--- config.mk ---
export PLATFORM = sky130hd
export DESIGN_NAME = mem_port_arbiter_flat
export DESIGN_NICKNAME = d
export VERILOG_FILES = /design/src/rtl/mem_port_arbiter_if.sv /design/src/rtl/mem_port_arbiter.sv /design/src/flat_wrapper.sv
export SDC_FILE = /design/constraint.sdc
export NUM_CORES = 1
export LEC_CHECK = 0
export ABC_CLOCK_PERIOD_IN_PS = 2150
export BUFFER_PORTS_ARGS = -buffer_cell sky130_fd_sc_hd__buf_2
export CORE_ASPECT_RATIO = 0.9
export CORE_MARGIN = 3
export CORE_UTILIZATION = 46
export DETAILED_ROUTE_END_ITERATION = 8
export PLACE_DENSITY = 0.77
export SYNTH_ARGS = -nofsm -noshare
export SYNTH_HDL_FRONTEND = slang
export SYNTH_SLANG_ARGS = --single-unit
--- constraint.sdc ---
create_clock -name clk -period 2.15 [get_ports clk]
set_input_delay 0.1075 -clock clk [delete_from_list [all_inputs] [get_ports clk]]
set_output_delay 0.1075 -clock clk [all_outputs]
set_load 0.005 [all_outputs]
--- src/rtl/mem_port_arbiter_if.sv ---
// mem_port_arbiter_if: bundles the fetch port, data port, memory side and
// status of mem_port_arbiter.
//   slave  : seen by the arbiter (requests in, acks/rdata/memory strobes out)
//   master : seen by the CPU stages plus memory model (the mirror image)
// Signals:
//   if_req/if_addr/if_rdata/if_ack               instruction-fetch port
//   d_req/d_we/d_addr/d_wdata/d_rdata/d_ack      load/store port
//   mem_en/mem_we/mem_addr/mem_wdata/mem_rdata   unified memory port
//   busy                                         arbiter not idle
interface mem_port_arbiter_if #(
  parameter int AW = 16,
  parameter int DW = 16
);
  logic          if_req;
  logic [AW-1:0] if_addr;
  logic [DW-1:0] if_rdata;
  logic          if_ack;

  logic          d_req;
  logic          d_we;
  logic [AW-1:0] d_addr;
  logic [DW-1:0] d_wdata;
  logic [DW-1:0] d_rdata;
  logic          d_ack;

  logic          mem_en;
  logic          mem_we;
  logic [AW-1:0] mem_addr;
  logic [DW-1:0] mem_wdata;
  logic [DW-1:0] mem_rdata;

  logic          busy;

  modport slave (
    input  if_req, if_addr, d_req, d_we, d_addr, d_wdata, mem_rdata,
    output if_rdata, if_ack, d_rdata, d_ack,
           mem_en, mem_we, mem_addr, mem_wdata, busy
  );

  modport master (
    output if_req, if_addr, d_req, d_we, d_addr, d_wdata, mem_rdata,
    input  if_rdata, if_ack, d_rdata, d_ack,
           mem_en, mem_we, mem_addr, mem_wdata, busy
  );
endinterface

--- src/rtl/mem_port_arbiter.sv ---
// mem_port_arbiter: shares one fixed-latency memory port between the
// instruction-fetch stage and the load/store stage. One access at a time:
//   IDLE -> ISSUE (mem_en, 1 cycle) -> WAIT (MEM_LAT cycles) -> DONE (ack)
// Ports:
//   clk  : clock, rising edge
//   rst  : asynchronous active-high reset
//   bus  : mem_port_arbiter_if.slave (fetch, data, memory, busy)
// Parameters: AW, DW, MEM_LAT (1..15), STARVE_MAX.
// Optional feature: define MEM_ARB_FAIR_EN to let a starved fetch win a tie
// after STARVE_MAX consecutive data grants; otherwise data always wins ties.
module mem_port_arbiter #(
  parameter int AW         = 16,
  parameter int DW         = 16,
  parameter int MEM_LAT    = 2,
  parameter int STARVE_MAX = 4
) (
  input  logic              clk,
  input  logic              rst,
  mem_port_arbiter_if.slave bus
);

  typedef enum logic [1:0] {IDLE, ISSUE, WAIT, DONE} state_t;

  state_t        state, state_nxt;

  logic          gnt_d;      // 1: current access belongs to the data port
  logic          we_r;
  logic [AW-1:0] addr_r;
  logic [DW-1:0] wdata_r;
  logic [3:0]    lat_cnt;
  logic [DW-1:0] if_rdata_r;
  logic [DW-1:0] d_rdata_r;

  logic          data_wins;  // tie-break: 1 = data port takes a tie
  logic          take_d;
  logic          take_f;
  logic          last_wait;

  // Arbitration is only meaningful in IDLE; the captures below are gated by it.
  assign take_d    = bus.d_req && (!bus.if_req || data_wins);
  assign take_f    = bus.if_req && !take_d;
  assign last_wait = (state == WAIT) && (lat_cnt == 4'd1);

`ifdef MEM_ARB_FAIR_EN
  localparam int SW = (STARVE_MAX > 0) ? $clog2(STARVE_MAX + 1) : 1;
  localparam logic [SW-1:0] SMAX = SW'(STARVE_MAX);

  logic [SW-1:0] starve_cnt;

  // Once the fetch has watched SMAX data grants go by, it gets the next tie.
  assign data_wins = (starve_cnt != SMAX);

  always_ff @(posedge clk or posedge rst) begin
    if (rst) begin
      starve_cnt <= '0;
    end else if (state == IDLE) begin
      if (!bus.if_req || take_f)
        starve_cnt <= '0;
      else if (take_d && starve_cnt != SMAX)
        starve_cnt <= starve_cnt + 1'b1;
    end
  end
`else
  // Strict data priority; STARVE_MAX has no effect in this build.
  assign data_wins = 1'b1 | (STARVE_MAX < 0);
`endif

  // State register
  always_ff @(posedge clk or posedge rst) begin
    if (rst) state <= IDLE;
    else     state <= state_nxt;
  end

  // Next-state logic
  always_comb begin
    state_nxt = state;
    case (state)
      IDLE:    if (bus.if_req || bus.d_req) state_nxt = ISSUE;
      ISSUE:   state_nxt = WAIT;
      WAIT:    if (lat_cnt == 4'd1) state_nxt = DONE;
      DONE:    state_nxt = IDLE;
      default: state_nxt = IDLE;
    endcase
  end

  // Request capture, latency counter and read-data registers
  always_ff @(posedge clk or posedge rst) begin
    if (rst) begin
      gnt_d      <= 1'b0;
      we_r       <= 1'b0;
      addr_r     <= '0;
      wdata_r    <= '0;
      lat_cnt    <= '0;
      if_rdata_r <= '0;
      d_rdata_r  <= '0;
    end else begin
      case (state)
        IDLE: begin
          if (take_d) begin
            gnt_d   <= 1'b1;
            we_r    <= bus.d_we;
            addr_r  <= bus.d_addr;
            wdata_r <= bus.d_wdata;
          end else if (take_f) begin
            // Fetch never writes; wdata keeps its last value.
            gnt_d   <= 1'b0;
            we_r    <= 1'b0;
            addr_r  <= bus.if_addr;
          end
        end
        ISSUE: lat_cnt <= 4'(MEM_LAT);
        WAIT:  lat_cnt <= lat_cnt - 4'd1;
        default: ;
      endcase

      // mem_rdata is valid exactly in the last WAIT cycle.
      if (last_wait) begin
        if (!gnt_d)     if_rdata_r <= bus.mem_rdata;
        else if (!we_r) d_rdata_r  <= bus.mem_rdata;
      end
    end
  end

  // Outputs decode directly from registered state, so they are glitch-free
  // and drop to zero the moment reset lands.
  assign bus.mem_en    = (state == ISSUE);
  assign bus.mem_we    = (state == ISSUE) && we_r;
  assign bus.mem_addr  = addr_r;
  assign bus.mem_wdata = wdata_r;
  assign bus.if_ack    = (state == DONE) && !gnt_d;
  assign bus.d_ack     = (state == DONE) && gnt_d;
  assign bus.if_rdata  = if_rdata_r;
  assign bus.d_rdata   = d_rdata_r;
  assign bus.busy      = (state != IDLE);

endmodule

--- src/flat_wrapper.sv ---
// flat-port wrapper written by rule: the top's interface ports become plain ports
module mem_port_arbiter_flat 
#(
  parameter int AW         = 16,
  parameter int DW         = 16,
  parameter int MEM_LAT    = 2,
  parameter int STARVE_MAX = 4
)
  (clk, rst, bus_if_req, bus_if_addr, bus_d_req, bus_d_we, bus_d_addr, bus_d_wdata, bus_mem_rdata, bus_if_rdata, bus_if_ack, bus_d_rdata, bus_d_ack, bus_mem_en, bus_mem_we, bus_mem_addr, bus_mem_wdata, bus_busy);
  mem_port_arbiter_if #(.AW(AW), .DW(DW)) bus_i ();
  input  logic clk;
  input  logic rst;
  input wire logic [$bits(bus_i.if_req)-1:0] bus_if_req;
  input wire logic [$bits(bus_i.if_addr)-1:0] bus_if_addr;
  input wire logic [$bits(bus_i.d_req)-1:0] bus_d_req;
  input wire logic [$bits(bus_i.d_we)-1:0] bus_d_we;
  input wire logic [$bits(bus_i.d_addr)-1:0] bus_d_addr;
  input wire logic [$bits(bus_i.d_wdata)-1:0] bus_d_wdata;
  input wire logic [$bits(bus_i.mem_rdata)-1:0] bus_mem_rdata;
  output wire logic [$bits(bus_i.if_rdata)-1:0] bus_if_rdata;
  output wire logic [$bits(bus_i.if_ack)-1:0] bus_if_ack;
  output wire logic [$bits(bus_i.d_rdata)-1:0] bus_d_rdata;
  output wire logic [$bits(bus_i.d_ack)-1:0] bus_d_ack;
  output wire logic [$bits(bus_i.mem_en)-1:0] bus_mem_en;
  output wire logic [$bits(bus_i.mem_we)-1:0] bus_mem_we;
  output wire logic [$bits(bus_i.mem_addr)-1:0] bus_mem_addr;
  output wire logic [$bits(bus_i.mem_wdata)-1:0] bus_mem_wdata;
  output wire logic [$bits(bus_i.busy)-1:0] bus_busy;
  assign bus_i.if_req = bus_if_req;
  assign bus_i.if_addr = bus_if_addr;
  assign bus_i.d_req = bus_d_req;
  assign bus_i.d_we = bus_d_we;
  assign bus_i.d_addr = bus_d_addr;
  assign bus_i.d_wdata = bus_d_wdata;
  assign bus_i.mem_rdata = bus_mem_rdata;
  assign bus_if_rdata = bus_i.if_rdata;
  assign bus_if_ack = bus_i.if_ack;
  assign bus_d_rdata = bus_i.d_rdata;
  assign bus_d_ack = bus_i.d_ack;
  assign bus_mem_en = bus_i.mem_en;
  assign bus_mem_we = bus_i.mem_we;
  assign bus_mem_addr = bus_i.mem_addr;
  assign bus_mem_wdata = bus_i.mem_wdata;
  assign bus_busy = bus_i.busy;
  mem_port_arbiter #(.AW(AW), .DW(DW), .MEM_LAT(MEM_LAT), .STARVE_MAX(STARVE_MAX)) u_core (.clk(clk), .rst(rst), .bus(bus_i));
endmodule
### Yosys cells after proc, flatten, opt, wreduce, memory -nomap -nowiden

Cells that the tools add are included.

* output and inout port bits: 69
* register bits after elaboration: 72

* multiplexer cells: 9
* reduce and logical (&&, ||, !) cells: 17
* equal/unequal tests: 6
* bitwise operators: 2
* add/sub/neg operators: 1

Operator list (count)
* 16-bit two-way mux: 2
* 2-bit case mux with 4 select lines: 1
* 4-bit case mux with 2 select lines: 1
* 2-bit AND reduction: 4
* 2-bit nonzero test: 3
* 1-bit logical AND: 5
* 2-bit equality test (second input constant): 2
* 4-bit by 1-bit equality test with 1-bit output (second input constant): 1
* 2-bit two-way mux: 2
* 4-bit by 1-bit subtractor with 4-bit output (second input constant): 1
* 1-bit two-way mux: 3
* 3-bit AND reduction: 1
* 2-bit by 1-bit equality test with 1-bit output (second input constant): 1
* 1-bit zero test: 2
* 2-bit zero test: 1
* 2-bit by 1-bit inequality test with 1-bit output (second input constant): 1
* 2-bit inequality test (second input constant): 1
* 1-bit NOT: 2
* 1-bit logical OR: 1

### Depth between registers and ports, before layout

Gate-level depths: netlist (run 1).

* depth in word-level cells: 4
* mapped depth: 7

### Least setup slack after synthesis (run 1)

Ideal clock, no wire load.

* kind: register -> register
* start: register u_core.state[0]
* end: register u_core.d_rdata_r[0] (netlist: u_core.bus.d_rdata[0])
* path slack: 0.264 ns
* stages on the path, launching flop included: 8
* arrival time: 1.760 ns
* setup time: 0.125 ns
* buffers on the path: 2
* path through: dfrtp_1 > inv_1 > ha_1 > nand4bb_1 > or3b_1 > buf_2 > buf_6 > mux2_4

* cells in the longest elaborated chain, start to end: 3

Ends and longest elaborated chain
* from (decl): RTL line mem_port_arbiter.sv:24 `state_t state, state_nxt;`
* from (signal assigned): RTL line mem_port_arbiter.sv:71 `else state <= state_nxt;`
* 2-bit equality test: RTL line mem_port_arbiter.sv:42 `assign last_wait = (state == WAIT) && (lat_cnt == 4'd1);`
* 1-bit logical AND: RTL line mem_port_arbiter.sv:42
* 3-bit AND reduction (no line)
* to (signal assigned): RTL line mem_port_arbiter.sv:119 `else if (!we_r) d_rdata_r <= bus.mem_rdata;`
* to (decl): RTL line mem_port_arbiter.sv:32 `logic [DW-1:0] d_rdata_r;`

Every way passes these cells.
A chain may end at the register's enable or synchronous reset.

### Final worst setup path (run 1)

Ends and elaborated chain as after synthesis.

==> results.json, run 1 <==
{
  "status": "finished, final reports clean",
  "portBuffers": 137,
  "tightest_slew_ps": 1100,
  "min_path_type": "in2reg",
  "stdcell_count": 472,
  "drc": 0,
  "cts.sinks": 72,
  "cts-root-buf": "clkbuf_8",
  "vdd_drop_max_uv": 620,
  "antenna_found_initial": 0,
  "fin_crit_sh_pct": 89.7,
  "grt_pass1_vias": 2316,
  "setup-violations-final": 0,
  "clk_latency_ps": 340,
  "yosysSeqAreaShare_pct": 59.9,
  "max-cap-violations": 0,
  "post-dp-hpwl_um": 4810,
  "postLayoutCoreUtil_pct": 68.1,
  "busiest_layer": "met2",
  "fin_crit_ps": 1930,
  "design_area_um2": 4240,
  "power_mw": 5.43,
  "syn_avg_cell_area_um2": 13.9,
  "drtAntennaViolNets": 0,
  "hold_viol_final": 0,
  "setup_ws_ps": 222,
  "drt-total-wl_um": 6630,
  "cp_max_fo": 16,
  "async_flop_share_pct": 100,
  "cp.required_ps": 2360,
  "cp.arrival_ps": 2140,
  "htree_levels": 3,
  "cts-resized-gates": 0,
  "track_usage_pct": 18.3,
  "gp_congestion": 0.767,
  "start_util_pct": 48.4,
  "drt_iter0_drc": 63,
  "tns_ps": 0,
  "placed_area_um2": 3800,
  "worst_slew_margin_rel_pct": 27.0,
  "yosys_warnings": 0,
  "synth-edff-count": 0,
  "die_h_um": 82.7,
  "preCtsSetupSlack_ps": 238,
  "ys.flop_type": "dfrtp_1",
  "wire_per_inst_um": 14.0,
  "num_io_pins": 138,
  "cts_inserted_buffers": 9,
  "end_kind": "register",
  "crit_type": "reg2reg",
  "clock.fmax_ghz": 0.519,
  "drive_gt1_share_pct": 54.3,
  "gr-usage-met1_pct": 20.8,
  "grt_max_degree": 73,
  "whs_ps": 20.4,
  "rows": 27,
  "grt_overflow_total": 0,
  "viasPerCell": 4.75,
  "ys_ff_latch": 72,
  "synth_area_um2": 3010,
  "area_growth_pct": 40.9,
  "slew_violations": 0,
  "synth_nets": 291,
  "chipWidth_um": 91.2,
  "dr.pass1.iters": 4,
  "clk_pin_slew_ps": 70,
  "core_um2": 6220,
  "netlist_instances": 216,
  "ys_types": 27,
  "p_leak_nw": 2.25,
  "rsz0062_at_grt": "no",
  "grt_pass1_wl_um": 10700,
  "cts.path.max_buffers": 2,
  "grt_use_met3_pct": 7.43,
  "skew_ps": 8.72,
  "diodes": 0,
  "fin_nets": 455,
  "powerDensity_nw_per_um2": 1280,
  "start_kind": "register",
  "cts_tree": "done",
  "die-area_um2": 7540,
  "routed-via-count": 2240,
  "placedCellCount": 436,
  "grt_use_met2_pct": 33.0,
  "post_cts_buffers": 0
}
worst paths after layout:
path / start / endpoint / slack [ps] / cells after the start
setup / recovery: u_core.state[0] / u_core.bus.d_rdata[0] / 220 / 6
hold / removal: bus_mem_rdata[6] / u_core.bus.d_rdata[6] / 20 / 2
setup reg to reg: u_core.state[0] / u_core.bus.d_rdata[0] / 220 / 6
hold reg to reg: u_core.bus.mem_addr[9] / u_core.bus.mem_addr[9] / 480 / 2
max in group asynchronous: rst / u_core.bus.d_rdata[13] / 1450 / 4
min in group asynchronous: rst / u_core.bus.mem_addr[6] / 420 / 4
synthesized netlist by cell type, types with 2 or more instances:
cell       n  area share, %
nor2_1     3           0.37
o21ai_0   17            2.8
and2_1     2           0.42
mux2i_1   17            5.7
inv_1      7           0.87
nand2_1   20            2.5
clkbuf_1   3           0.37
a32o_1     2           0.67
mux2_4    10            5.0
ha_1       6            2.5
buf_2      4           0.67
dfrtp_1   72             60
mux2_2    39             15
registers in the layout, indices dropped and copies added (netlist names):
register,flops
u_core.bus.d_rdata,16
u_core.we_r,1
u_core.gnt_d,1
u_core.state,2
u_core.bus.if_rdata,16
u_core.bus.mem_wdata,16
u_core.lat_cnt,4
u_core.bus.mem_addr,16
routing by layer:
layer	part of all wire [%]	routed length (um)
met5	0	0
met4	0.35	23
met3	7.8	516
met2	51	3360
met1	41	2730
layout make-up:
| cell class | count | area, um^2 |
|---|---|---|
| clock buffers | 11 | 151 |
| clock inverters | 5 | 78.8 |
| fillers | 521 | 1980 |
| inverters | 7 | 26.3 |
| multi-input cells | 128 | 1130 |
| flip-flops and latches | 72 | 1800 |
| well taps | 87 | 109 |
| repair buffers | 162 | 936 |
repair_timing:
item,in CTS,in global routing
hold buffers,18,2
endpoints found under the hold margin,89,2
setup endpoints to repair,0,0
cell families (layout without fill, tap and decap cells):
logic type / Yosys count / in the layout / synth area share, %
and+or+nand+nor: 32 / 32 / 4.99
adders and majority gates: 6 / 6 / 2.50
AOI/OAI and AO/OA: 24 / 24 / 4.79
DFF: 72 / 72 / 59.9
buffers and inverters: 16 / 185 / 2.54
muxes: 66 / 66 / 25.3
where the power goes:
part | switching (mW) | internal (mW)
registers | 0.340 | 1.98
logic | 0.831 | 1.09
clock network | 0.481 | 0.715
worst max-delay path, stage by stage, from the launching register on:
cell and delay [ps]:
dfrtp_1 420, inv_1 90, ha_1 250, nand4bb_1 150, or3b_1 360, buf_4 220, mux2_4 320
layout by cell type, fill, tap and decap left out, types with 2 or more instances in the layout:
cell and instances:
buf_2 137, bufinv_16 2, mux2_2 39, buf_4 4, ha_1 6, nor2_1 3
nand2_1 20, and2_1 2, mux2i_1 17, dlygate4sd3_1 20, inv_1 6, o21ai_0 17
clkinv_2 2, mux2_4 10, a32o_1 2, dfrtp_1 72, clkbuf_8 11
Note: power is estimated with default switching activity, not from simulation.
==> inputs of run 2 (changes only) <==
--- a/config.mk
+++ b/config.mk
@@ -7,7 +7,7 @@
 export LEC_CHECK = 0
 export ABC_CLOCK_PERIOD_IN_PS = 2150
 export BUFFER_PORTS_ARGS = -buffer_cell sky130_fd_sc_hd__buf_2
-export CORE_ASPECT_RATIO = 0.9
+export CORE_ASPECT_RATIO = 1.2
 export CORE_MARGIN = 3
 export CORE_UTILIZATION = 46
 export DETAILED_ROUTE_END_ITERATION = 8
==> results.json, run 2 (synthesized netlist as in run 1, its figures left out) <==
{
  "clock.fmax_ghz": 0.545,
  "post_cts_buffers": 0,
  "worst_slew_margin_rel_pct": 53.3,
  "num_io_pins": 138,
  "htree_levels": 3,
  "stdcell_count": 468,
  "clk_latency_ps": 330,
  "gp_congestion": 0.682,
  "min_path_cells": 2,
  "drtAntennaViolNets": 0,
  "start_util_pct": 48.8,
  "reg2reg_depth": 6,
  "slew_violations": 0,
  "fin_crit_ps": 1830,
  "cp.required_ps": 2370,
  "rows": 31,
  "grt_pass1_wl_um": 10300,
  "clk_pin_slew_ps": 70,
  "die_h_um": 94.6,
  "slowest_delay_ps": 420,
  "mostFrequentLayoutCells": "137 x buf_2, 72 x dfrtp_1, 39 x mux2_2",
  "placedCellCount": 435,
  "status": "finished, final reports clean",
  "grt_max_degree": 35,
  "cts_inserted_buffers": 9,
  "cts-root-buf": "clkbuf_8",
  "cts.path.max_buffers": 2,
  "track_usage_pct": 17.6,
  "portBuffers": 137,
  "cts.sinks": 72,
  "start_kind": "register",
  "skew_ps": 5.77,
  "cp.arrival_ps": 2050,
  "cp_max_fo": 16,
  "dr.pass1.iters": 4,
  "drc": 0,
  "viasPerCell": 4.74,
  "grt_pass1_vias": 2302,
  "p_leak_nw": 2.27,
  "cp_cell_sequence": "inv_1 > ha_1 > nand4bb_1 > or3b_1 > buf_4 > mux2_4",
  "rsz0062_at_grt": "no",
  "powerDensity_nw_per_um2": 1300,
  "max-cap-violations": 0,
  "routed-via-count": 2219,
  "area_growth_pct": 41.2,
  "antenna_found_initial": 0,
  "diodes": 0,
  "slowest_stage": "dfrtp_1",
  "min_path_type": "in2reg",
  "vdd_drop_max_uv": 573,
  "layout_commonest_cell": "buf_2",
  "drt-total-wl_um": 6360,
  "cts_tree": "done",
  "fin_crit_sh_pct": 85.3,
  "fin_nets": 456,
  "grt_overflow_total": 0,
  "chipWidth_um": 79.8,
  "drt_iter0_drc": 51,
  "tightest_slew_ps": 700,
  "tns_ps": 0,
  "setup-violations-final": 0,
  "wire_per_inst_um": 13.6,
  "drive_gt1_share_pct": 54.9,
  "core_um2": 6170,
  "post-dp-hpwl_um": 4770,
  "crit_type": "reg2reg",
  "die-area_um2": 7550,
  "power_mw": 5.52,
  "hold_viol_final": 0,
  "end_kind": "register"
}
[run 2: cell count changes in the layout (fill, tap and decap cells not counted)]
cell and delta:
bufinv_16 +1, buf_4 +4, clkinv_2 -1, clkbuf_1 +1
dlygate4sd3_1 -3, clkbuf_8 -1
[run 2: path summary, 6_finish.rpt]
kind,startpoint,end,slack (ps)
min,bus_d_wdata[14],u_core.bus.mem_wdata[14],10
max in group asynchronous,rst,u_core.bus.d_rdata[4],1100
min in group asynchronous,rst,u_core.bus.mem_wdata[11],440
max reg2reg,u_core.state[0],u_core.bus.d_rdata[6],320
max,u_core.state[0],u_core.bus.d_rdata[6],320
min reg2reg,u_core.bus.mem_addr[12],u_core.bus.mem_addr[12],480
[run 2: timing repair]
action | CTS | global route
hold endpoints to repair | 47 | 0
resized for setup | 0 | 0
hold buffers | 17 | 0
[run 2: per-stage QoR]
step                      instance area, um^2  worst slack (ps)  utilization [%]  hold slack (ps)
after global placement                   3830               384             62.1              266
after floorplan                          3010               218                -              256
final                                    4240               316             68.8             14.2
after CTS                                4240               297             68.8             5.38
after global routing                     4240               181             68.8             11.2
after detailed placement                 3830               295             62.1              279
[run 2: final cells by class]
type / count / area [um^2]
fillers: 468 / 1920
flip-flops and latches: 72 / 1800
multi-input cells: 128 / 1130
repair buffers: 163 / 936
clock buffers: 11 / 141
clock inverters: 5 / 104
well taps: 82 / 103
inverters: 7 / 26.3
[run 2: worst max-delay path, delay by kind of cell, from the launching register on]
family        cells  cell delay, ps
fa+ha+maj         1             170
buf+inv           2             320
mux               1             320
flops             1             420
simple gates      2             480
[run 2: where the power goes]
part	switching [mW]	internal [mW]	leakage, nW
logic	0.818	1.11	1.26
clock network	0.475	0.803	0.124
registers	0.337	1.98	0.886
total	1.63	3.89	2.27
[run 2: layer usage]
layer	track usage, %	part of all wire, %	wire (um)
met1	20.7	41	2610
met2	30.8	49	3130
met3	4.20	8.6	544
met4	6.76	1.2	78
met5	0	0	0
